File: src/rtl/pipeline_sequencer_pkg.sv
// Shared types and constants for the pipeline hazard/flow sequencer.
// Holds the sequencer state encoding and the register-file geometry.
package pipeline_sequencer_pkg;

   typedef enum logic {
      RUN     = 1'b0,
      BR_WAIT = 1'b1
   } seq_state_t;

   localparam int REG_NUM_WIDTH = 5;
   localparam int REG_COUNT     = 1 << REG_NUM_WIDTH;
   localparam int SB_CNT_WIDTH  = 2;

   localparam logic [31:0] NOP_INSTR = 32'h0000_0000;

endpackage

File: src/rtl/pipeline_sequencer_scoreboard.sv
// Per-register pending-write counters with two combinational busy lookups.
// Latency: busy reflects the counters as of the last edge; no backpressure.
module pipeline_sequencer_scoreboard
   import pipeline_sequencer_pkg::*;
#(
   parameter int REG_NUM_WIDTH = 5,
   parameter int SB_CNT_WIDTH  = 2
) (
   input  logic                     clk,
   input  logic                     rst,
   input  logic                     inc_i,
   input  logic [REG_NUM_WIDTH-1:0] inc_num_i,
   input  logic                     dec_i,
   input  logic [REG_NUM_WIDTH-1:0] dec_num_i,
   input  logic [REG_NUM_WIDTH-1:0] rd_a_num_i,
   input  logic [REG_NUM_WIDTH-1:0] rd_b_num_i,
   output logic                     rd_a_busy_o,
   output logic                     rd_b_busy_o
);

   localparam int NREG = 1 << REG_NUM_WIDTH;
   localparam logic [SB_CNT_WIDTH-1:0] CNT_MAX = '1;
   localparam logic [SB_CNT_WIDTH-1:0] CNT_ONE = SB_CNT_WIDTH'(1);

   logic [SB_CNT_WIDTH-1:0] cnt_q [NREG];
   logic [SB_CNT_WIDTH-1:0] cnt_d [NREG];

   logic inc_hit;
   logic dec_hit;
   logic same_reg;

   assign inc_hit  = inc_i && (inc_num_i != '0);
   assign dec_hit  = dec_i && (dec_num_i != '0);
   assign same_reg = inc_hit && dec_hit && (inc_num_i == dec_num_i);

   // Register 0 never tracks writes; a coincident inc/dec on one register cancels.
   always_comb begin
      for (int r = 0; r < NREG; r++) begin
         cnt_d[r] = cnt_q[r];
      end
      if (inc_hit && !same_reg) begin
         cnt_d[inc_num_i] = cnt_q[inc_num_i] + CNT_ONE;
      end
      if (dec_hit && !same_reg) begin
         cnt_d[dec_num_i] = cnt_q[dec_num_i] - CNT_ONE;
      end
      cnt_d[0] = '0;
   end

   always_ff @(posedge clk) begin
      if (!rst) begin
         for (int r = 0; r < NREG; r++) begin
            cnt_q[r] <= '0;
         end
      end else begin
         for (int r = 0; r < NREG; r++) begin
            cnt_q[r] <= cnt_d[r];
         end
      end
   end

   assign rd_a_busy_o = (cnt_q[rd_a_num_i] != '0);
   assign rd_b_busy_o = (cnt_q[rd_b_num_i] != '0);

   a_no_overflow: assert property (@(posedge clk) disable iff (!rst)
      (inc_hit && !same_reg) |-> (cnt_q[inc_num_i] != CNT_MAX))
      else $fatal(1, "scoreboard counter overflow");

   a_no_underflow: assert property (@(posedge clk) disable iff (!rst)
      dec_hit |-> (cnt_q[dec_num_i] != '0))
      else $fatal(1, "scoreboard counter underflow");

endmodule

File: src/rtl/pipeline_sequencer.sv
// Hazard and flow controller: RAW stall on pending writes, branch-shadow hold.
// Outputs are combinational from state, scoreboard and ID/WB inputs (zero latency).
module pipeline_sequencer #(
   parameter int REG_NUM_WIDTH = pipeline_sequencer_pkg::REG_NUM_WIDTH,
   parameter int SB_CNT_WIDTH  = pipeline_sequencer_pkg::SB_CNT_WIDTH
) (
   input  logic                     clk,
   input  logic                     rst,
   input  logic                     idValid,
   input  logic [REG_NUM_WIDTH-1:0] idRs,
   input  logic [REG_NUM_WIDTH-1:0] idRt,
   input  logic                     idUseRs,
   input  logic                     idUseRt,
   input  logic [REG_NUM_WIDTH-1:0] idDst,
   input  logic                     idRfWrEnable,
   input  logic                     idIsBranch,
   input  logic                     memBrResolve,
   input  logic                     wbRfWrEnable,
   input  logic [REG_NUM_WIDTH-1:0] wbWrNum,
   output logic                     pcHold,
   output logic                     ifidHold,
   output logic                     ifidFlush,
   output logic                     idexBubble,
   output logic                     idIssue
);

   import pipeline_sequencer_pkg::*;

   seq_state_t state_q;
   seq_state_t state_d;

   logic rs_busy;
   logic rt_busy;
   logic raw_stall;

   pipeline_sequencer_scoreboard #(
      .REG_NUM_WIDTH (REG_NUM_WIDTH),
      .SB_CNT_WIDTH  (SB_CNT_WIDTH)
   ) u_scoreboard (
      .clk         (clk),
      .rst         (rst),
      .inc_i       (idIssue && idRfWrEnable),
      .inc_num_i   (idDst),
      .dec_i       (wbRfWrEnable),
      .dec_num_i   (wbWrNum),
      .rd_a_num_i  (idRs),
      .rd_b_num_i  (idRt),
      .rd_a_busy_o (rs_busy),
      .rd_b_busy_o (rt_busy)
   );

   assign raw_stall = idValid && ((idUseRs && rs_busy) || (idUseRt && rt_busy));

   always_comb begin
      pcHold     = 1'b0;
      ifidHold   = 1'b0;
      ifidFlush  = 1'b0;
      idexBubble = 1'b0;
      idIssue    = 1'b0;
      state_d    = state_q;
      if (!rst) begin
         pcHold     = 1'b1;
         ifidFlush  = 1'b1;
         idexBubble = 1'b1;
         state_d    = RUN;
      end else begin
         case (state_q)
            RUN: begin
               if (raw_stall) begin
                  pcHold     = 1'b1;
                  ifidHold   = 1'b1;
                  idexBubble = 1'b1;
               end else if (idValid && idIsBranch) begin
                  // Branch goes to EX; the wrong-path fetch behind it is discarded.
                  idIssue   = 1'b1;
                  pcHold    = 1'b1;
                  ifidFlush = 1'b1;
                  state_d   = BR_WAIT;
               end else begin
                  idIssue = idValid;
               end
            end
            BR_WAIT: begin
               ifidFlush  = 1'b1;
               idexBubble = 1'b1;
               pcHold     = !memBrResolve;
               if (memBrResolve) begin
                  state_d = RUN;
               end
            end
            default: state_d = RUN;
         endcase
      end
   end

   always_ff @(posedge clk) begin
      state_q <= state_d;
   end

endmodule

File: config.mk
export PLATFORM = sky130hd
export DESIGN_NAME = pipeline_sequencer
export DESIGN_NICKNAME = d
export VERILOG_FILES = /design/src/rtl/pipeline_sequencer_pkg.sv /design/src/rtl/pipeline_sequencer_scoreboard.sv /design/src/rtl/pipeline_sequencer.sv
export SDC_FILE = /design/constraint.sdc
export NUM_CORES = 1
export LEC_CHECK = 0
export ABC_AREA = 1
export ABC_CLOCK_PERIOD_IN_PS = 2450
export CORE_MARGIN = 10
export CORE_UTILIZATION = 35
export CTS_CLUSTER_SIZE = 28
export DETAILED_ROUTE_END_ITERATION = 12
export PLACE_DENSITY = 0.61
export REMOVE_ABC_BUFFERS = 1
export SLEW_MARGIN = 20
export SYNTH_ARGS = -nofsm -noshare
export SYNTH_HDL_FRONTEND = slang
export SYNTH_SLANG_ARGS = --single-unit
File: constraint.sdc
create_clock -name clk -period 2.45 [get_ports clk]
set_input_delay 0.6125 -clock clk [delete_from_list [all_inputs] [get_ports clk]]
set_output_delay 0.6125 -clock clk [all_outputs]
set_load 0.02 [all_outputs]
==> run metrics, run 1 <==
initial antenna violation count 0; clock root cell clkbuf_16; Initial Util 35.60%; worst reg2reg path depth 19; switch share roughly 36%; Buf+Inv Stages, Crit Path 4; largest net degree at the start of global routing between 50 and 60; Routed wire per std cell 19.36 um; GRT Total Usage between 20% and 30%; clock power share 36.1%; r2r endpoint u_scoreboard.cnt_q[15][0]$_SDFF_PN0_; Final Hold Fails 0; Final Skew between 0.006 and 0.007 ns; max_cap viols 0; area leader, netlist dfxtp_1; WS Path Type input pin to primary output; Reg area roughly 0.0013 sq mm; DR pass1 iterations 6; Clock Path Buffers 2; Final ANT Viol Nets 0; reg-to-reg setup timing slack -0.01 ns; Reg power frac between 20% and 30%; leading cell type in the layout, fill and taps excluded nand2_1; Worst EP required between 1.5 and 2 ns; most frequent cells in the layout nand2_1, nor2_1, buf_4; Post-route DRC 0; NetSw 1.297 mW; PortBufs 33; Syn Inst Count ~1100; period utilization 109.4%; CP Capture Type primary output; Pleak approximately 4.5 nW; RePlAce Congestion approximately 0.98; CP max stage cell buf_4; setup TNS -2.102 ns; ANT cells 0; sequential area share after synthesis about a fifth; IO Count 34; share of post-route cells with drive strength above 1 34.12%; Core Rows between 40 and 50; Most common cell on crit path nand2_1; die span in y around 160 um; setup slack after layout -0.2303 ns; vias in the first global route slightly above 8000; slew of the pin with the lowest slew margin 0.6394 ns; total number of vias ~8600; synthesized cell area between 0.006 and 0.007 sq mm; relative slew slack around 57%; Detailed Route Iter0 Violations approximately 1100; Async SR Flop Fraction 0%; Non-Filler Instances between 1500 and 2000; Finish-stage setup viols 60; Detail Placement HPWL 19.82 mm; minimum clock period after layout ~2.7 ns; Die W 155.4 um; CP arrival between 2 and 2.5 ns; Max Slew Vio Count 0; synth-to-layout area growth 52.91%; critical path's top delay family simple AND/OR/NAND/NOR gates; Cell Pwr Density 371.4 mW/mm^2; Hold EP u_scoreboard.cnt_q[2][1]$_SDFF_PN0_; top_reg_cell synth dfxtp_1; Clock Latency Late Sink between 0.3 and 0.4 ns; Startpoint Class input pin; vias per std cell 5.568; GRT overflow 0; Hold Path Stages 4; number of distinct library cells after synthesis 41; failing checks setup timing; Mapped Avg Cell Area between 5 and 6 sq um; area occupied by multi-input gates 0.004996 sq mm; Internal Power between 2 and 2.5 mW; Hold Startpoint u_scoreboard.cnt_q[2][1]$_SDFF_PN0_; crit-path max FO 6; VDD IR max 0.3869 mV; H-tree depth 3; Max Clock Freq between 0.3 and 0.4 GHz; Yosys warnings 0; RSZ-0062 raised after global routing yes; final WL 29.74 mm; global-route wire length before repair 45.02 mm; Hold WC Path Type flip-flop to flip-flop; clock slew at reported path FFs 0.06 ns; status finished, violations left; fillers 1732; # nets final ~1300; Hold Slack approximately 0.57 ns; #FFs+latches synth 63; CP cell instances buf_8 -> buf_6 -> nor2_4 -> buf_4 -> nand2_1 -> nand2_1 -> nor2_1 -> nand2_1 -> nand3_1 -> nand3_2 -> nand3_4 -> nand2_4 -> o21ai_2 -> o211ai_1 -> buf_4; r2r startpoint u_scoreboard.cnt_q[28][0]$_SDFF_PN0_; core box area 0.01802 sq mm; top-area cell type share of the netlist area 19.66%; die area 0.02415 sq mm; CTS Hold Bufs 0; dpl cells between 1000 and 1500; Place WS -1.146 ns; number of synthesized flops with an enable pin 0; Total Power ~3.6 mW; clk sinks 63; Synth area leaders dfxtp_1, nand2_1, nor2_1, nand4_2, o21bai_1; Slowest Stage Delay on Critical Path 0.17 ns; Comb pwr share between 30% and 40%; CTS buffer count 9; CTS tree built
[final cells by class]
class,instances,area share [%]
flip-flops and latches,63,12.86
repair inverters,1,0.03826
repair buffers,265,25.29
clock buffers,14,2.895
multi-input cells,842,50.92
clock inverters,2,0.1275
well taps,229,2.921
inverters,120,4.948
[stage by stage]
step / instance area (sq um) / utilization, %
6_report: 9811 / 54.43
4_1_cts: 9146 / 50.74
3_3_place_gp: 8387 / 46.53
3_5_place_dp: 8387 / 46.53
5_1_grt: 9811 / 54.43
2_1_floorplan: 6093 / -
[worst max-delay path by stage]
| stage | startpoint | end | slack [ns] | depth (start not counted) |
|---|---|---|---|---|
| CTS | idRs[0] | pcHold | -0.11 | 15 |
| detailed placement | idRt[1] | ifidFlush | -1.15 | 15 |
| global placement | idRt[1] | ifidFlush | -1.11 | 15 |
| finish | idRs[0] | pcHold | -0.23 | 15 |
| global route | idRs[0] | pcHold | -0.30 | 15 |
| floorplan | wbWrNum[0] | u_scoreboard.cnt_q[11][0]$_SDFF_PN0_ | -1.22 | 10 |
[power groups by stage]
stage / clock, mW / combinational [mW] / sequential [mW]
floorplan: 0 / 0.466 / 1.07
global placement: 0 / 1.02 / 1.07
detailed placement: 0 / 1.02 / 1.07
CTS: 1.32 / 1.15 / 1.05
global route: 1.38 / 1.34 / 1.05
finish: 1.32 / 1.28 / 1.05
[logic make-up (layout without fill, tap and decap cells)]
| group | Yosys count | count (layout) | synth area share (%) |
|---|---|---|---|
| flops | 63 | 63 | 19.66 |
| buf+inv | 174 | 402 | 12.13 |
| xor+xnor | 4 | 4 | 0.8387 |
| compound gates | 171 | 171 | 17.04 |
| simple gates | 664 | 667 | 50.33 |
[cell usage after synthesis, types with 2 or more instances]
cell type	count
a22o_1	3
xor2_1	3
nand2_2	3
nor3_2	9
buf_4	10
nand4_1	41
nor3_4	3
buf_1	8
inv_1	84
nand3_1	36
nand2_4	3
nor2_1	226
o21bai_1	50
nor2_4	6
nand3_2	4
nand3b_1	3
nor2_2	4
nand2_1	272
a21oi_1	22
o21ai_0	11
o221ai_1	14
inv_2	34
a22oi_1	9
buf_2	12
clkbuf_1	15
nor3_1	12
nand4_2	36
buf_6	9
dfxtp_1	63
o21ai_1	43
inv_4	2
o22ai_1	17
[flip-flops by register name (all words and copies together), names as in the netlist]
register and count:
state_q 1, u_scoreboard.cnt_q 62
[routing by layer]
layer,global-route usage [%],wire [um],part of all wire [%],vias up
met5,0,0,0,-
met3,6.203,3222,11,131
met1,29.85,12010,40,3872
met2,36.34,12960,44,544
li1,-,-,-,4005
met4,13.15,1545,5.2,0
[tightest hold or removal path, delay by kind of cell (launching register included)]
kind | cells | cell delay [ns]
flip-flops | 1 | 0.32
AND/OR/NAND/NOR | 4 | 0.21
[repair_timing]
action,4_1_cts,5_1_grt
resized for setup,153,112
endpoints found under the setup margin,67,67
pin swaps,37,57
buffers inserted,13,11
cloned,7,2
hold endpoints to repair,0,0
No activity file was read; power rests on OpenSTA's default activity.
==> inputs of run 2 (changes only) <==
--- a/config.mk
+++ b/config.mk
@@ -7,6 +7,7 @@
 export LEC_CHECK = 0
 export ABC_AREA = 1
 export ABC_CLOCK_PERIOD_IN_PS = 2450
+export CORE_ASPECT_RATIO = 0.75
 export CORE_MARGIN = 10
 export CORE_UTILIZATION = 35
 export CTS_CLUSTER_SIZE = 28
==> run metrics, run 2 (synthesized netlist as in run 1, its figures left out) <==
vias per std cell approximately 5.5; WS Path Type flip-flop to primary output; Max Clock Freq roughly 0.38 GHz; setup TNS -3.732 ns; die area about 0.024 sq mm; Initial Util between 30% and 40%; CP arrival about 2.0 ns; ANT cells 0; Final Skew approximately 0.0088 ns; Crit. Startpoint u_scoreboard.cnt_q[27][0]$_SDFF_PN0_; RePlAce Congestion slightly below 1; Worst EP required approximately 1.8 ns; vias in the first global route approximately 8000; minimum clock period after layout ~2.6 ns; most frequent cells in the layout nand2_1, nor2_1, buf_4; reg-to-reg setup timing slack -0.15 ns; Core Rows 42; Max Slew Vio Count 0; dpl cells roughly 1500; Finish-stage setup viols 55; slew of the pin with the lowest slew margin 0.8291 ns; CTS tree built; Pleak a little under 5 nW; r2r startpoint u_scoreboard.cnt_q[27][0]$_SDFF_PN0_; GRT Total Usage 23.72%; DR pass1 iterations 6; Reg power frac between 20 and 30%; max_cap viols 0; PortBufs 33; fillers between 1500 and 2000; Final ANT Viol Nets 0; # nets final around 1400; status finished, violations left; IO Count 34; Cell Pwr Density 374.3 mW/mm^2; switch share 34.83%; leading cell type in the layout, fill and taps excluded nand2_1; core box area 0.01781 sq mm; global-route wire length before repair around 44 mm; H-tree depth 3; CTS Hold Bufs 0; Setup crit end ifidHold; Most flops, register u_scoreboard.cnt_q; NetSw 1.327 mW; setup slack after layout -0.1943 ns; Final Hold Fails 0; Non-Filler Instances roughly 1600; Place WS -1.171 ns; clk sinks 63; die span in y 137.3 um; worst reg2reg path depth 21; share of post-route cells with drive strength above 1 roughly 37%; Comb pwr share a little over a third; clock root cell clkbuf_16; clock power share 36.9%; period utilization 107.9%; final WL just over 30 mm; Clock Path Buffers 2; Internal Power between 2 and 2.5 mW; Routed wire per std cell roughly 20 um; Slowest Stage Delay on Critical Path around 0.37 ns; Startpoint Class flip-flop; Top Registers u_scoreboard.cnt_q x62, state_q x1; Detailed Route Iter0 Violations 1045; largest net degree at the start of global routing 52; relative slew slack approximately 45%; Post-route DRC 0; initial antenna violation count 0; CP cell instances nor2_1 -> buf_4 -> nand2_1 -> and2_0 -> nand3_1 -> nand2_1 -> nand2_2 -> nand3_2 -> nand3_4 -> buf_4 -> buf_6 -> a21oi_2 -> buf_6; crit-path max FO 4; clock slew at reported path FFs 0.06 ns; CP Capture Type primary output; failing checks setup timing; CTS buffer count 9; RSZ-0062 raised after global routing yes; synth-to-layout area growth 58.68%; Detail Placement HPWL ~21 mm; VDD IR max around 0.36 mV; Die W around 180 um; Clock Latency Late Sink ~0.35 ns; total number of vias around 8600; r2r endpoint u_scoreboard.cnt_q[9][0]$_SDFF_PN0_; Hold WC Path Type flip-flop to flip-flop; CP max stage cell dfxtp_4; number of flip-flops in the largest register 62; GRT overflow 0
-- run 2: worst min-delay path by stage --
stage | start | end | slack, ns | cells after the start
4_1_cts | u_scoreboard.cnt_q[6][1]$_SDFF_PN0_ | u_scoreboard.cnt_q[6][1]$_SDFF_PN0_ | 0.56 | 4
3_5_place_dp | u_scoreboard.cnt_q[6][1]$_SDFF_PN0_ | u_scoreboard.cnt_q[6][1]$_SDFF_PN0_ | 0.54 | 4
5_1_grt | u_scoreboard.cnt_q[6][1]$_SDFF_PN0_ | u_scoreboard.cnt_q[6][1]$_SDFF_PN0_ | 0.59 | 4
2_1_floorplan | state_q$_SDFF_PN0_ | state_q$_SDFF_PN0_ | 0.49 | 2
3_3_place_gp | u_scoreboard.cnt_q[2][1]$_SDFF_PN0_ | u_scoreboard.cnt_q[2][1]$_SDFF_PN0_ | 0.54 | 4
6_report | u_scoreboard.cnt_q[6][1]$_SDFF_PN0_ | u_scoreboard.cnt_q[6][1]$_SDFF_PN0_ | 0.56 | 4
-- run 2: stage by stage --
step | utilization (%) | power [mW] | hold slack, ns | instance area, sq um
global placement | 47.37 | 2.101 | 0.5429 | 8438
CTS | 51.67 | 3.636 | 0.5591 | 9205
finish | 57.15 | 3.811 | 0.5619 | 10180
global route | 57.15 | 3.912 | 0.5946 | 10180
detailed placement | 47.37 | 2.104 | 0.5422 | 8438
floorplan | - | 1.540 | 0.4885 | 6093
-- run 2: layout make-up --
class                   instances  area (sq um)  share of cell area [%]
clock buffers                  12         236.5                   2.323
inverters                     120         500.5                   4.916
clock inverters                 4         70.07                  0.6882
repair inverters                1         8.758                 0.08603
well taps                     242         302.8                   2.974
flip-flops and latches         63          1272                   12.50
multi-input cells             839          4992                   49.04
repair buffers                292          2798                   27.48
-- run 2: timing repair --
| item | in CTS | in global routing |
|---|---|---|
| pin swaps | 40 | 100 |
| cloned | 3 | 8 |
| gates resized for setup | 128 | 174 |
| setup buffers | 23 | 16 |
| setup endpoints to repair | 67 | 67 |
-- run 2: critical path, delay by kind of cell (launching register included) --
kind	cells	cell delay, ns
AO/OA/AOI/OAI	1	0.15
flip-flops	1	0.37
AND/OR/NAND/NOR	8	0.63
buffers and inverters	4	0.54
-- run 2: power groups by stage --
stage | Clock [mW] | Sequential (mW) | Combinational (mW)
final | 1.41 | 1.05 | 1.35
after global routing | 1.45 | 1.05 | 1.41
after CTS | 1.41 | 1.05 | 1.17
after detailed placement | 0 | 1.07 | 1.03
after global placement | 0 | 1.07 | 1.03
after floorplan | 0 | 1.07 | 0.466
-- run 2: layer usage --
metal | global-route usage [%] | share of wire, % | wire (um)
met1 | 31.33 | 42 | 13000
met2 | 34.75 | 42 | 12910
met3 | 8.178 | 13 | 3934
met4 | 8.663 | 3.5 | 1091
met5 | 2.703 | 0 | 0
